===== src/rtl/core_mem_pkg.sv =====
// Shared types and constants for the two-port to single-port memory arbiter.
package core_mem_pkg;

  typedef enum logic [1:0] {
    IDLE = 2'd0,
    BUSY = 2'd1,
    DONE = 2'd2
  } arb_state_t;

  typedef enum logic [1:0] {
    WSIZE_BYTE  = 2'b00,
    WSIZE_HALF  = 2'b01,
    WSIZE_WORD  = 2'b10,
    WSIZE_WORDX = 2'b11
  } wsize_t;

  localparam logic PORT_DATA = 1'b0;
  localparam logic PORT_IF   = 1'b1;

endpackage


===== src/rtl/mem_lane_align.sv =====
// Turns a write-size code and low address bits into byte enables and
// lane-replicated write data for a 32-bit little-endian bus.
module mem_lane_align
  import core_mem_pkg::*;
(
  input  logic [1:0]  size,
  input  logic [1:0]  addr_lsb,
  input  logic [31:0] wdata,
  output logic [3:0]  be,
  output logic [31:0] wdata_rep
);

  always_comb begin
    be        = 4'b1111;
    wdata_rep = wdata;
    case (wsize_t'(size))
      WSIZE_BYTE: begin
        be        = 4'b0001 << addr_lsb;
        wdata_rep = {4{wdata[7:0]}};
      end
      WSIZE_HALF: begin
        be        = 4'b0011 << {addr_lsb[1], 1'b0};
        wdata_rep = {2{wdata[15:0]}};
      end
      default: ;
    endcase
  end

endmodule


===== src/rtl/core_mem_arbiter.sv =====
// Serialises the core's data (port 0) and fetch (port 1) requests onto one
// memory bus. Define ARB_RR_EN for round-robin arbitration instead of fixed priority.
module core_mem_arbiter
  import core_mem_pkg::*;
#(
  parameter int BITSIZE = 32
) (
  input  logic                   clk,
  input  logic                   rst_i,
  input  logic [2*BITSIZE-1:0]   core_addr_i,
  input  logic [2*BITSIZE-1:0]   core_wdata_i,
  output logic [2*BITSIZE-1:0]   core_rdata_o,
  input  logic [1:0]             core_read_i,
  input  logic [1:0]             core_write_i,
  input  logic [3:0]             core_write_size_i,
  output logic [1:0]             core_valid_o,
  output logic [BITSIZE-1:0]     mem_addr_o,
  output logic [BITSIZE-1:0]     mem_wdata_o,
  output logic [3:0]             mem_be_o,
  output logic                   mem_req_o,
  output logic                   mem_we_o,
  input  logic [BITSIZE-1:0]     mem_rdata_i,
  input  logic                   mem_ready_i
);

  arb_state_t state;
  logic grant;
  logic pick;
  logic req0, req1, wr0;
  logic [BITSIZE-1:0] addr0, addr1, wdata0, wdata_aligned;
  logic [3:0] be_aligned;
  logic unused_inputs;

  assign addr0  = core_addr_i[BITSIZE-1:0];
  assign addr1  = core_addr_i[2*BITSIZE-1:BITSIZE];
  assign wdata0 = core_wdata_i[BITSIZE-1:0];
  assign wr0    = core_write_i[PORT_DATA];
  assign req0   = core_read_i[PORT_DATA] | wr0;
  assign req1   = core_read_i[PORT_IF];

  // Fetch port is read-only, so its write data, write bit and size are dead.
  assign unused_inputs = ^{core_wdata_i[2*BITSIZE-1:BITSIZE], core_write_i[PORT_IF],
                           core_write_size_i[3:2]};

  mem_lane_align u_lane_align (
    .size      (core_write_size_i[1:0]),
    .addr_lsb  (addr0[1:0]),
    .wdata     (wdata0),
    .be        (be_aligned),
    .wdata_rep (wdata_aligned)
  );

`ifdef ARB_RR_EN
  logic last_grant;

  always_comb begin
    if (req0 && req1) pick = ~last_grant;
    else              pick = ~req0;
  end

  always_ff @(posedge clk) begin
    if (rst_i)                           last_grant <= PORT_IF;
    else if (state == IDLE && (req0 || req1)) last_grant <= pick;
  end
`else
  assign pick = ~req0;
`endif

  always_ff @(posedge clk) begin
    if (rst_i) begin
      state        <= IDLE;
      grant        <= PORT_DATA;
      core_rdata_o <= '0;
      core_valid_o <= '0;
      mem_addr_o   <= '0;
      mem_wdata_o  <= '0;
      mem_be_o     <= '0;
      mem_req_o    <= 1'b0;
      mem_we_o     <= 1'b0;
    end else begin
      case (state)
        IDLE: begin
          core_valid_o <= '0;
          if (req0 || req1) begin
            grant     <= pick;
            mem_req_o <= 1'b1;
            state     <= BUSY;
            if (pick == PORT_IF) begin
              mem_addr_o  <= addr1;
              mem_we_o    <= 1'b0;
              mem_be_o    <= 4'b0000;
              mem_wdata_o <= '0;
            end else begin
              mem_addr_o  <= addr0;
              mem_we_o    <= wr0;
              mem_be_o    <= wr0 ? be_aligned : 4'b0000;
              mem_wdata_o <= wr0 ? wdata_aligned : '0;
            end
          end
        end
        BUSY: begin
          if (mem_ready_i) begin
            mem_req_o    <= 1'b0;
            mem_we_o     <= 1'b0;
            mem_be_o     <= 4'b0000;
            core_valid_o <= (grant == PORT_IF) ? 2'b10 : 2'b01;
            state        <= DONE;
            if (!mem_we_o) begin
              if (grant == PORT_IF) core_rdata_o[2*BITSIZE-1:BITSIZE] <= mem_rdata_i;
              else                  core_rdata_o[BITSIZE-1:0]         <= mem_rdata_i;
            end
          end
        end
        DONE: begin
          core_valid_o <= '0;
          state        <= IDLE;
        end
        default: state <= IDLE;
      endcase
    end
  end

endmodule

===== config.mk =====
export PLATFORM = sky130hd
export DESIGN_NAME = core_mem_arbiter
export DESIGN_NICKNAME = d
export VERILOG_FILES = /design/src/rtl/core_mem_pkg.sv /design/src/rtl/mem_lane_align.sv /design/src/rtl/core_mem_arbiter.sv
export SDC_FILE = /design/constraint.sdc
export NUM_CORES = 1
export LEC_CHECK = 0
export ABC_AREA = 1
export CORE_MARGIN = 4
export CORE_UTILIZATION = 36
export DETAILED_ROUTE_END_ITERATION = 6
export PLACE_DENSITY = 0.82
export SLEW_MARGIN = 20
export SYNTH_ARGS = -nofsm -noshare
export SYNTH_HDL_FRONTEND = slang
export SYNTH_SLANG_ARGS = --single-unit

===== constraint.sdc =====
create_clock -name clk -period 1.4 [get_ports clk]
set_input_delay 0.21 -clock clk [delete_from_list [all_inputs] [get_ports clk]]
set_output_delay 0.21 -clock clk [all_outputs]
set_load 0.01 [all_outputs]

==> impl_metrics.ini <==
[layout]
fin_nets = 1308
nFillCells = 1455
layout-drive-gt1-share_pct = 6.35
final_cells = 1366
antenna-diode-count = 0
stdcell_area_mm2 = 0.00942
area_growth_pct = 61.5

[setup_path]
worstPathRequired_ps = 1190
cp_max_fo = 4
critPathSlowestCell = dfxtp_1
critPathLaunch = mem_we_o
critical_path_class = flip-flop to output pin
cpLargestDelayFamily = flip-flops
startpoint_type = flip-flop
cp_slowest_stage_delay_ps = 380
crit_buf_inv = 1
crit_path_end_kind = output pin
crit_chain = dlygate4sd2_1
cp.arrival_ps = 1120
r2r-start = state[0]

[routing]
vias = 6273
drc_errors = 0
dr.pass1.iters = 4
dr.first_iter.drc_count = 203
drt_wl_total_mm = 19.0
vias_per_cell = 4.59
wl_per_cell_um = 13.9
ant_nets = 0

[synthesis]
synth.avg_cell_area_um2 = 6.72
yosysWarnings = 0
synthCells = 868
synth_area_mm2 = 0.00583
seq_area_frac_synth_pct = 47.7
netlist.area_leader.share_pct = 47.7
synthTopCellsByArea = dfxtp_1, nand2_1, nor2_1, a21oi_1, inv_1
synth_nets = 1039
synth.distinct_cells = 16
synth-seq-cells = 139
yosysTopAreaCell = dfxtp_1

[sta]
period_minus_slack_ps = 1330
fin_crit_sh_pct = 95.0
tightest_slew_ps = 373
rsz0062_at_grt = false
slew_headroom_pct = 75.1
hold_violations = 0
max_freq_mhz = 752
setup_viol = 0
slew_violations = 0
skew_ps = 11.6
finalSetupTns_ps = 0

[power]
peakVddDrop_mv = 0.776
power_density_mw_per_mm2 = 1180
power.leakage_nw = 4.59
total_power_mw = 11.1

[clock_tree]
cts.htree.levels = 4
tritoncts = yes
clock_latency_ps = 420
cts_buffer_depth = 2
numCtsBuffers = 17
root_buffer = clkbuf_16
clk_pin_slew_worst_paths_ps = 60
ctsHoldBuffers = 0
clock-sinks = 139

[placement]
dpl_cell_area_mm2 = 0.00890
gp_congestion = 0.885
place.port_buffers = 271
place_inst = 1332
hpwlAfterDp_mm = 13.7

[floorplanning]
initial_core_util_pct = 36.7
die_h_um = 135
fp.dieW_um = 135
die_area_mm2 = 0.0183
rows = 46
core_region_area_mm2 = 0.0159
boundaryPins = 307

[grt]
track_usage_pct = 19.9
grt_pass1_vias = 5946
grt_max_degree = 75
overflow = 0
grt_pass1_wl_mm = 29.0
antenna_found_initial = 0

[outcome]
outcome = finished clean

[worst_hold_path]
min_from = rst_i
hp-class = primary input to flip-flop

[flow_run]
maxCapViolations = 0
worst register-to-register path: cells and delay by family, from the launching register on:
kind                   cells  cell delay, ps
buffers and inverters      3             410
flip-flops                 1             330
AND/OR/NAND/NOR            3             330
AO/OA/AOI/OAI              1             140
final cells by class:
cell class	count	area (µm²)	share of cell area (%)
clock inverters	15	211	2.24
flip-flops and latches	139	2790	29.6
inverters	73	277	2.94
multi-input cells	605	2520	26.8
clock buffers	17	425	4.52
well taps	216	270	2.87
repair buffers	301	2930	31.1
state kept, by name, summed over array words and instances (netlist names):
name          count
core_rdata_o     64
core_valid_o      2
grant             1
mem_addr_o       32
mem_be_o          4
mem_req_o         1
mem_wdata_o      32
mem_we_o          1
state             2
final timing paths:
kind,end,slack (ps),depth (start not counted)
max,mem_we_o,70,1
min,state[1],280,3
max reg2reg,mem_addr_o[12],120,7
min reg2reg,mem_wdata_o[2],460,2
through the flow:
stage	setup WS, ps	utilization [%]	hold slack, ps
6_report	69.8	59.3	280
5_1_grt	20.9	59.3	318
4_1_cts	30.1	59.0	287
3_5_place_dp	-208	56.0	453
3_3_place_gp	-159	56.0	447
2_1_floorplan	60.1	-	358
cells in the mapped netlist, drive strengths merged:
cell type	count
nand2	316
dfxtp	139
nor2	138
a21oi	77
inv	73
o21ai	42
clkbuf	28
buf	23
nand3	21
nand4	8
nor3	2
o21a	1
placed cells by master (no fill, tap or decap), types with 2 or more instances in the layout:
cell and instances:
nor2_4 2, nand3_1 21, clkdlybuf4s50_1 134, clkinvlp_4 3, dfxtp_2 2, buf_12 12
nor3_4 2, dfxtp_1 137, clkinv_4 3, bufinv_16 4, a21oi_1 77, buf_4 17
nand4_1 8, nand2_1 314, inv_6 3, nor2_1 136, clkbuf_16 18, dlygate4sd2_1 136
inv_1 70, o21ai_0 41
power breakdown:
group | switching (mW) | internal, mW
Sequential | 0.121 | 4.20
Clock | 1.83 | 3.01
Combinational | 0.974 | 0.944
Total | 2.92 | 8.16
routing by layer:
layer / share of wire [%] / global-route usage, % / vias up
li1: - / - / 3218
met5: 0 / 0 / -
met1: 40 / 21.9 / 2819
met3: 7.3 / 7.02 / 35
met2: 50 / 35.1 / 201
met4: 2.6 / 7.61 / 0
kinds of logic after synthesis:
kind of cell,synth area share (%)
and+or+nand+nor,32.8
AOI/OAI and AO/OA,10.3
buffers and inverters,9.12
DFF,47.7
repair_timing:
| action | in CTS | in global routing |
|---|---|---|
| cloned | 0 | 1 |
| gates resized for setup | 136 | 4 |
| endpoints found under the setup margin | 136 | 31 |
| buffers inserted | 0 | 1 |
| pin swaps | 0 | 1 |
(Power assumes the default switching activity.)
